`src/rtl/pipe_issue_scheduler.sv`:
```
// In-order issue controller for the register/ALU/writeback/store pipeline: buffers
// instructions in a small FIFO and replaces RAW-hazarded slots with scratch bubbles.
module pipe_issue_scheduler #(
  parameter int         DEPTH     = 4,
  parameter int         HAZ_DEPTH = 1,
  parameter logic [3:0] NOP_REG   = 4'hF,
  parameter logic [7:0] NOP_ADDR  = 8'hFF
) (
  input  logic                   clk,
  input  logic                   rst,
  input  logic                   in_valid,
  output logic                   in_ready,
  input  logic [3:0]             in_rd,
  input  logic [3:0]             in_rs1,
  input  logic [3:0]             in_rs2,
  input  logic [3:0]             in_func,
  input  logic [7:0]             in_addr,
  output logic [3:0]             rd,
  output logic [3:0]             rs1,
  output logic [3:0]             rs2,
  output logic [3:0]             func,
  output logic [7:0]             addr,
  output logic                   issue_valid,
  output logic                   hazard_stall,
  output logic [$clog2(DEPTH):0] queue_level,
  output logic [15:0]            issue_cnt,
  output logic [15:0]            stall_cnt,
  output logic                   rsv_err
);

  localparam int AW = $clog2(DEPTH);
  localparam logic [AW:0] FULL_LVL = DEPTH[AW:0];

  function automatic logic reads_rs1(input logic [3:0] f);
    case (f)
      4'd0, 4'd1, 4'd2: reads_rs1 = 1'b1;
      default:          reads_rs1 = 1'b0;
    endcase
  endfunction

  function automatic logic reads_rs2(input logic [3:0] f);
    case (f)
      4'd0, 4'd1: reads_rs2 = 1'b1;
      default:    reads_rs2 = 1'b0;
    endcase
  endfunction

  function automatic logic uses_rsv(input logic [3:0] d, input logic [3:0] s1,
                                    input logic [3:0] s2);
    uses_rsv = (d == NOP_REG) || (s1 == NOP_REG) || (s2 == NOP_REG);
  endfunction

  logic [23:0]                 mem_r [DEPTH];
  logic [AW-1:0]               wr_ptr_r;
  logic [AW-1:0]               rd_ptr_r;
  logic [AW:0]                 count_r;
  logic [HAZ_DEPTH-1:0]        sb_valid_r;
  logic [HAZ_DEPTH-1:0][3:0]   sb_rd_r;

  logic                        push_s;
  logic                        issue_s;
  logic                        empty_s;
  logic                        blocked_s;
  logic [3:0]                  head_rd_s;
  logic [3:0]                  head_rs1_s;
  logic [3:0]                  head_rs2_s;
  logic [3:0]                  head_func_s;
  logic [7:0]                  head_addr_s;

  assign in_ready    = (count_r != FULL_LVL);
  assign queue_level = count_r;
  assign push_s      = in_valid && in_ready;
  assign empty_s     = (count_r == '0);
  assign issue_s     = !empty_s && !blocked_s;
  assign {head_rd_s, head_rs1_s, head_rs2_s, head_func_s, head_addr_s} = mem_r[rd_ptr_r];

  // Head is blocked when a recently issued rd matches an operand it actually reads.
  always_comb begin
    blocked_s = 1'b0;
    for (int i = 0; i < HAZ_DEPTH; i++) begin
      if (sb_valid_r[i] &&
          ((reads_rs1(head_func_s) && (sb_rd_r[i] == head_rs1_s)) ||
           (reads_rs2(head_func_s) && (sb_rd_r[i] == head_rs2_s)))) begin
        blocked_s = 1'b1;
      end else begin
        blocked_s = blocked_s;
      end
    end
  end

  // FIFO storage; stale entries are harmless because occupancy gates every read.
  always_ff @(posedge clk) begin
    if (push_s) begin
      mem_r[wr_ptr_r] <= {in_rd, in_rs1, in_rs2, in_func, in_addr};
    end
  end

  // FIFO pointers and occupancy.
  always_ff @(posedge clk) begin
    if (rst) begin
      wr_ptr_r <= '0;
      rd_ptr_r <= '0;
      count_r  <= '0;
    end else begin
      if (push_s) wr_ptr_r <= wr_ptr_r + AW'(1);
      if (issue_s) rd_ptr_r <= rd_ptr_r + AW'(1);
      case ({push_s, issue_s})
        2'b10:   count_r <= count_r + (AW+1)'(1);
        2'b01:   count_r <= count_r - (AW+1)'(1);
        default: count_r <= count_r;
      endcase
    end
  end

  // Scoreboard of destinations still in flight; bubbles enter as invalid.
  always_ff @(posedge clk) begin
    if (rst) begin
      sb_valid_r <= '0;
      sb_rd_r    <= '0;
    end else begin
      sb_valid_r[0] <= issue_s;
      sb_rd_r[0]    <= issue_s ? head_rd_s : 4'h0;
      for (int i = 1; i < HAZ_DEPTH; i++) begin
        sb_valid_r[i] <= sb_valid_r[i-1];
        sb_rd_r[i]    <= sb_rd_r[i-1];
      end
    end
  end

  // Slot registers: either the head instruction or a scratch-register bubble.
  always_ff @(posedge clk) begin
    if (rst) begin
      rd           <= NOP_REG;
      rs1          <= NOP_REG;
      rs2          <= NOP_REG;
      func         <= 4'b0000;
      addr         <= NOP_ADDR;
      issue_valid  <= 1'b0;
      hazard_stall <= 1'b0;
    end else if (issue_s) begin
      rd           <= head_rd_s;
      rs1          <= head_rs1_s;
      rs2          <= head_rs2_s;
      func         <= head_func_s;
      addr         <= head_addr_s;
      issue_valid  <= 1'b1;
      hazard_stall <= 1'b0;
    end else begin
      rd           <= NOP_REG;
      rs1          <= NOP_REG;
      rs2          <= NOP_REG;
      func         <= 4'b0000;
      addr         <= NOP_ADDR;
      issue_valid  <= 1'b0;
      hazard_stall <= !empty_s;
    end
  end

  // Wrapping statistics and the sticky reserved-register flag.
  always_ff @(posedge clk) begin
    if (rst) begin
      issue_cnt <= 16'd0;
      stall_cnt <= 16'd0;
      rsv_err   <= 1'b0;
    end else begin
      if (issue_s) issue_cnt <= issue_cnt + 16'd1;
      if (!empty_s && blocked_s) stall_cnt <= stall_cnt + 16'd1;
      if (push_s && uses_rsv(in_rd, in_rs1, in_rs2)) rsv_err <= 1'b1;
    end
  end

endmodule

```
`config.mk`:
```
export PLATFORM = sky130hd
export DESIGN_NAME = pipe_issue_scheduler
export DESIGN_NICKNAME = d
export VERILOG_FILES = /design/src/rtl/pipe_issue_scheduler.sv
export SDC_FILE = /design/constraint.sdc
export NUM_CORES = 1
export LEC_CHECK = 0
export ABC_AREA = 1
export CAP_MARGIN = 10
export CORE_MARGIN = 8
export CORE_UTILIZATION = 35
export DETAILED_ROUTE_END_ITERATION = 8
export HOLD_SLACK_MARGIN = 0.03
export PLACE_DENSITY = 0.61
export SLEW_MARGIN = 15
export SYNTH_ARGS = -nofsm -noshare
export SYNTH_HDL_FRONTEND = slang
export SYNTH_SLANG_ARGS = --single-unit
```
`constraint.sdc`:
```
create_clock -name clk -period 2.4 [get_ports clk]
set_clock_uncertainty 0.05 [all_clocks]
set_input_delay 0.72 -clock clk [delete_from_list [all_inputs] [get_ports clk]]
set_output_delay 0.72 -clock clk [all_outputs]
set_load 0.01 [all_outputs]
```
After elaboration in Yosys (flattened, before gate mapping)
Memories as Yosys holds them, arrays and structs flattened. A register that Yosys moved wholly into a read port is not among the register bits.
Index checks and enable logic that the tools add are counted.
- add/sub/neg operators: 6
- equal/unequal tests: 10
- bitwise operators: 1
- reductions and logical operators: 19
- mux-type cells: 9
- operators by type and width (cell ; count):
    16-bit by 1-bit adder with 16-bit output (second input constant) ; 2
    4-bit equality test (second input constant) ; 3
    4-bit equality test ; 2
    1-bit logical AND ; 7
    1-bit 2-to-1 mux ; 6
    3-bit one-hot mux with 2 select lines ; 1
    2-bit OR reduction ; 3
    2-bit by 1-bit adder with 2-bit output (second input constant) ; 2
    4-bit by 1-bit equality test with 1-bit output (second input constant) ; 1
    4-bit by 2-bit equality test with 1-bit output (second input constant) ; 1
    4-bit zero test ; 1
    2-bit 2-to-1 mux ; 2
    3-bit by 1-bit adder with 3-bit output (second input constant) ; 1
    3-bit zero test ; 1
    1-bit logical OR ; 3
    3-bit inequality test (second input constant) ; 1
    3-bit OR reduction ; 1
    3-bit by 1-bit subtractor with 3-bit output (second input constant) ; 1
    2-bit by 1-bit equality test with 1-bit output (second input constant) ; 1
    2-bit equality test (second input constant) ; 1
    1-bit zero test ; 2
    2-bit nonzero test ; 1
    1-bit NOT ; 1
- output and inout port bits: 63
- flip-flop bits (word level): 71
- bits of input ports: 27
- bits in writable memories: 96
- memories: 1
- word-level logic and storage cells: 61
- memories (name ; depth ; bits a word ; rd ports ; clocked after memory_dff ; write ports ; RTL line ; text):
    mem_r ; 4 ; 24 ; 1 ; 1 ; 1 ; 53 ; logic [23:0] mem_r [DEPTH];

Depth between registers and ports, before layout
- depth after elaboration: 11
- mapped depth: 20
- mapped depth without buffers: 19

Least setup slack after synthesis
No wires, ideal clock.
- kind: register -> register
- from: register with a tool-made name
- to: register count_r[2], in the netlist queue_level[2]
- stages on the path, launching flop included: 16
- period minus slack after synthesis: 2.497 ns
- library setup time: 0.122 ns
- required time: 2.228 ns
- setup slack: -0.097 ns
- arrival time: 2.324 ns
- cells stage by stage: dfxtp_1 > clkbuf_1 > o21ai_0 > o22a_1 > nor2_2 > nor2_4 > nand2_2 > nand2_4 > inv_2 > ha_1 > inv_1 > fa_1 > a21oi_1 > o21ai_0 > o21ai_0 > a21oi_1
- RTL lines (item ; RTL line ; text):
    to (signal assigned) ; 108 ; 2'b10: count_r <= count_r + (AW+1)'(1);
    to (signal assigned) ; 109 ; 2'b01: count_r <= count_r - (AW+1)'(1);
    to (signal assigned) ; 110 ; default: count_r <= count_r;
    to (decl) ; 56 ; logic [AW:0] count_r;

==> out/metrics.cfg <==
[status]
status = finished, violations left
violations = setup timing

[pwr]
powerDensity_nw_per_um2 = 1110
switchingPower_mw = 3.53
combPwrFrac = 0.397
clkPwrFrac = 0.252
power.leakage_nw = 3.66
netSwitchingFraction = 0.339
p_int_mw = 6.89
pwr-share-seq = 0.351
ir_worst_vdd_v = 0.000560
finalPower_mw = 10.4

[global_route]
track_usage = 0.142
grt_pass1_vias = 5131
grt_pass1_wl_mm = 26.9
antenna_found_initial = 1
grt-ovfl-total = 0
grt_max_degree = 41

[floorplanning]
core_um2 = 19300
die_w_um = 156
start_util = 0.355
fp.dieArea_um2 = 24300
die_y_um = 156
row_count = 51
ios = 90

[layout]
final_cell_mix = 180 x nand2_1, 96 x edfxtp_1, 89 x clkdlybuf4s50_1
area_growth_pct = 36.8
mostFrequentLayoutCell = nand2_1
drive_above_1_share = 0.172
nets = 889
antennaDiodeCount = 0
utilization = 0.486
instances_no_fill = 1132

[timing]
relSlewSlack = 0.731
fmax_ghz = 0.402
layout_min_cycle_time_ns = 2.49
setup_violations = 3
report.final.slew_viol_count = 0
grt_setup_unrepaired = true
fin_ws_ns = -0.0873
tightest_slew_ns = 0.401
hold_violations = 0
finalHoldWorstSlack_ns = 0.404
period_share = 1.04

[flow_run]
cap_violations = 0

[synth]
async_flop_share = 0
synth_seq_area_share = 0.630
synth_cell_types = 33
synth_nets = 740
synth_edf_count = 96
synth_area_um2 = 6860
syn_avg_cell_area_um2 = 9.73
ys_seq_elements = 168
ys.flop_type = edfxtp_1
yosys_warnings = 0
synth_cells = 705

[clocking]
postCtsHoldBufs = 0
clock-sinks = 168
htree_levels = 4
cts_tree = built
clkTransAtPathRegs_ns = 0.06
clock_latency_ns = 0.43
cts_inserted_buffers = 17
cts.path.max_buffers = 2
clockRootBuffer = clkbuf_16

[placement]
dp_hpwl_mm = 10.7
dp_slack_ns = -0.127
numPortBuffers = 89
dp_cells = 1066
place_congestion = 0.783

[drt]
drt-vias-per-instance = 4.68
ant_nets = 0
num_vias = 5297
drt_iter0_markers = 307
wl_per_cell_um = 15.4
routed_wl_mm = 17.4
drc = 0
drt_pass1_iterations = 5

[min_path]
hp-class = reg2reg

[critical_path]
critPathKind = reg2reg
end_kind = register
worstPathArrival_ns = 2.81
cp_slowest_cell = dfxtp_4
max_stage_delay_ns = 0.39
crit_chain = inv_8, clkbuf_16, nand2_1, nand3_2, nand2_2, buf_4, buf_4, buf_4, buf_4, buf_4, buf_4, buf_4, buf_4, buf_4, buf_4, buf_4, buf_4, nand2_1
path_delay_family = buffers and inverters
cp.required_ns = 2.72
startpoint_type = register
critPathMaxFanout = 7
cp_common_cell = buf_4
path_buf_inv = 14

metal layers:
layer | track usage | vias to the layer above | routed length, um
li1 | - | 2670 | -
met5 | 0 | - | 13
met4 | 0.0485 | 2 | 253
met1 | 0.173 | 2474 | 7680
met3 | 0.0488 | 22 | 1090
met2 | 0.231 | 129 | 8370
metrics by stage:
stage                     area [um^2]   TNS (ns)
final                            9390     -0.202
after global routing             9390     -0.559
after CTS                        9200  -0.000862
after detailed placement         8330     -0.237
after global placement           8330    -0.0966
after floorplan                  6870          0
final cells by class:
| cell class | count | area, um^2 |
|---|---|---|
| tap | 265 | 332 |
| sequential | 168 | 4330 |
| clock inverter | 13 | 123 |
| clock buffer | 19 | 443 |
| inverter | 56 | 223 |
| timing repair buffer | 163 | 1660 |
| fill | 1771 | 9950 |
| multi-input combinational | 448 | 2270 |
repair_timing:
item,CTS,global route
buffers inserted,28,2
gates resized for setup,20,21
endpoints found under the hold margin,0,0
setup endpoints to repair,2,20
pin swaps,12,14
gates cloned,1,4
cells in the mapped netlist (all sizes together) (3+ instances only):
library cell,count,area [um^2]
nand2,191,729
edfxtp,96,2880
dfxtp,72,1440
nor2,71,282
nand3,62,315
inv,56,210
nand4,32,200
a21oi,31,159
buf,23,128
o21ai,19,95.1
xor2,14,123
clkbuf,10,37.5
ha,7,87.6
nor3,5,25.0
a32o,4,40.0
nor4,3,18.8
xnor2,3,26.3
worst register-to-register path, cell delays in order (launching register included):
cell       delay, ns
dfxtp_4         0.39
inv_8           0.10
clkbuf_16       0.14
nand2_1         0.07
nand3_2         0.09
nand2_2         0.07
buf_4           0.13
buf_4           0.12
buf_4           0.12
buf_4           0.12
buf_4           0.13
buf_4           0.13
buf_4           0.12
buf_4           0.12
buf_4           0.12
buf_4           0.13
buf_4           0.12
buf_4           0.12
nand2_1         0.05
registers in the layout, summed over array words and instances, names as in the netlist, named ones only:
name / cells
addr: 8
func: 4
hazard_stall: 1
issue_cnt: 16
mem_r: 96
queue_level: 3
rd: 4
rd_ptr_r: 2
rs1: 4
rs2: 4
rsv_err: 1
sb_rd_r: 4
sb_valid_r: 1
stall_cnt: 16
wr_ptr_r: 2
power by group through the flow:
stage	combinational [mW]	sequential, mW	clock [mW]
5_1_grt	4.50	3.69	2.81
3_5_place_dp	3.20	3.68	0
3_3_place_gp	3.18	3.68	0
4_1_cts	3.76	3.64	2.67
6_report	4.14	3.66	2.62
2_1_floorplan	1.74	3.74	0
cell families (layout without fill, tap and decap cells):
logic type / Yosys count / after routing / synth area share
and+or+nand+nor: 366 / 366 / 0.231
DFF: 168 / 168 / 0.630
buffers and inverters: 89 / 251 / 0.0547
AOI/OAI and AO/OA: 57 / 57 / 0.0467
xor gates and xnor gates: 17 / 17 / 0.0217
adders and majority gates: 8 / 8 / 0.0157
final timing paths:
path / start / end / slack [ns] / depth (start not counted)
setup / recovery: register / rs1[1]$_SDFF_PP1_ / -0.09 / 18
hold / removal: rsv_err$_SDFFE_PP0P_ / rsv_err$_SDFFE_PP0P_ / 0.40 / 2
setup reg to reg: register / rs1[1]$_SDFF_PP1_ / -0.09 / 18
hold reg to reg: rsv_err$_SDFFE_PP0P_ / rsv_err$_SDFFE_PP0P_ / 0.40 / 2
No activity file was read; power rests on OpenSTA's default activity.
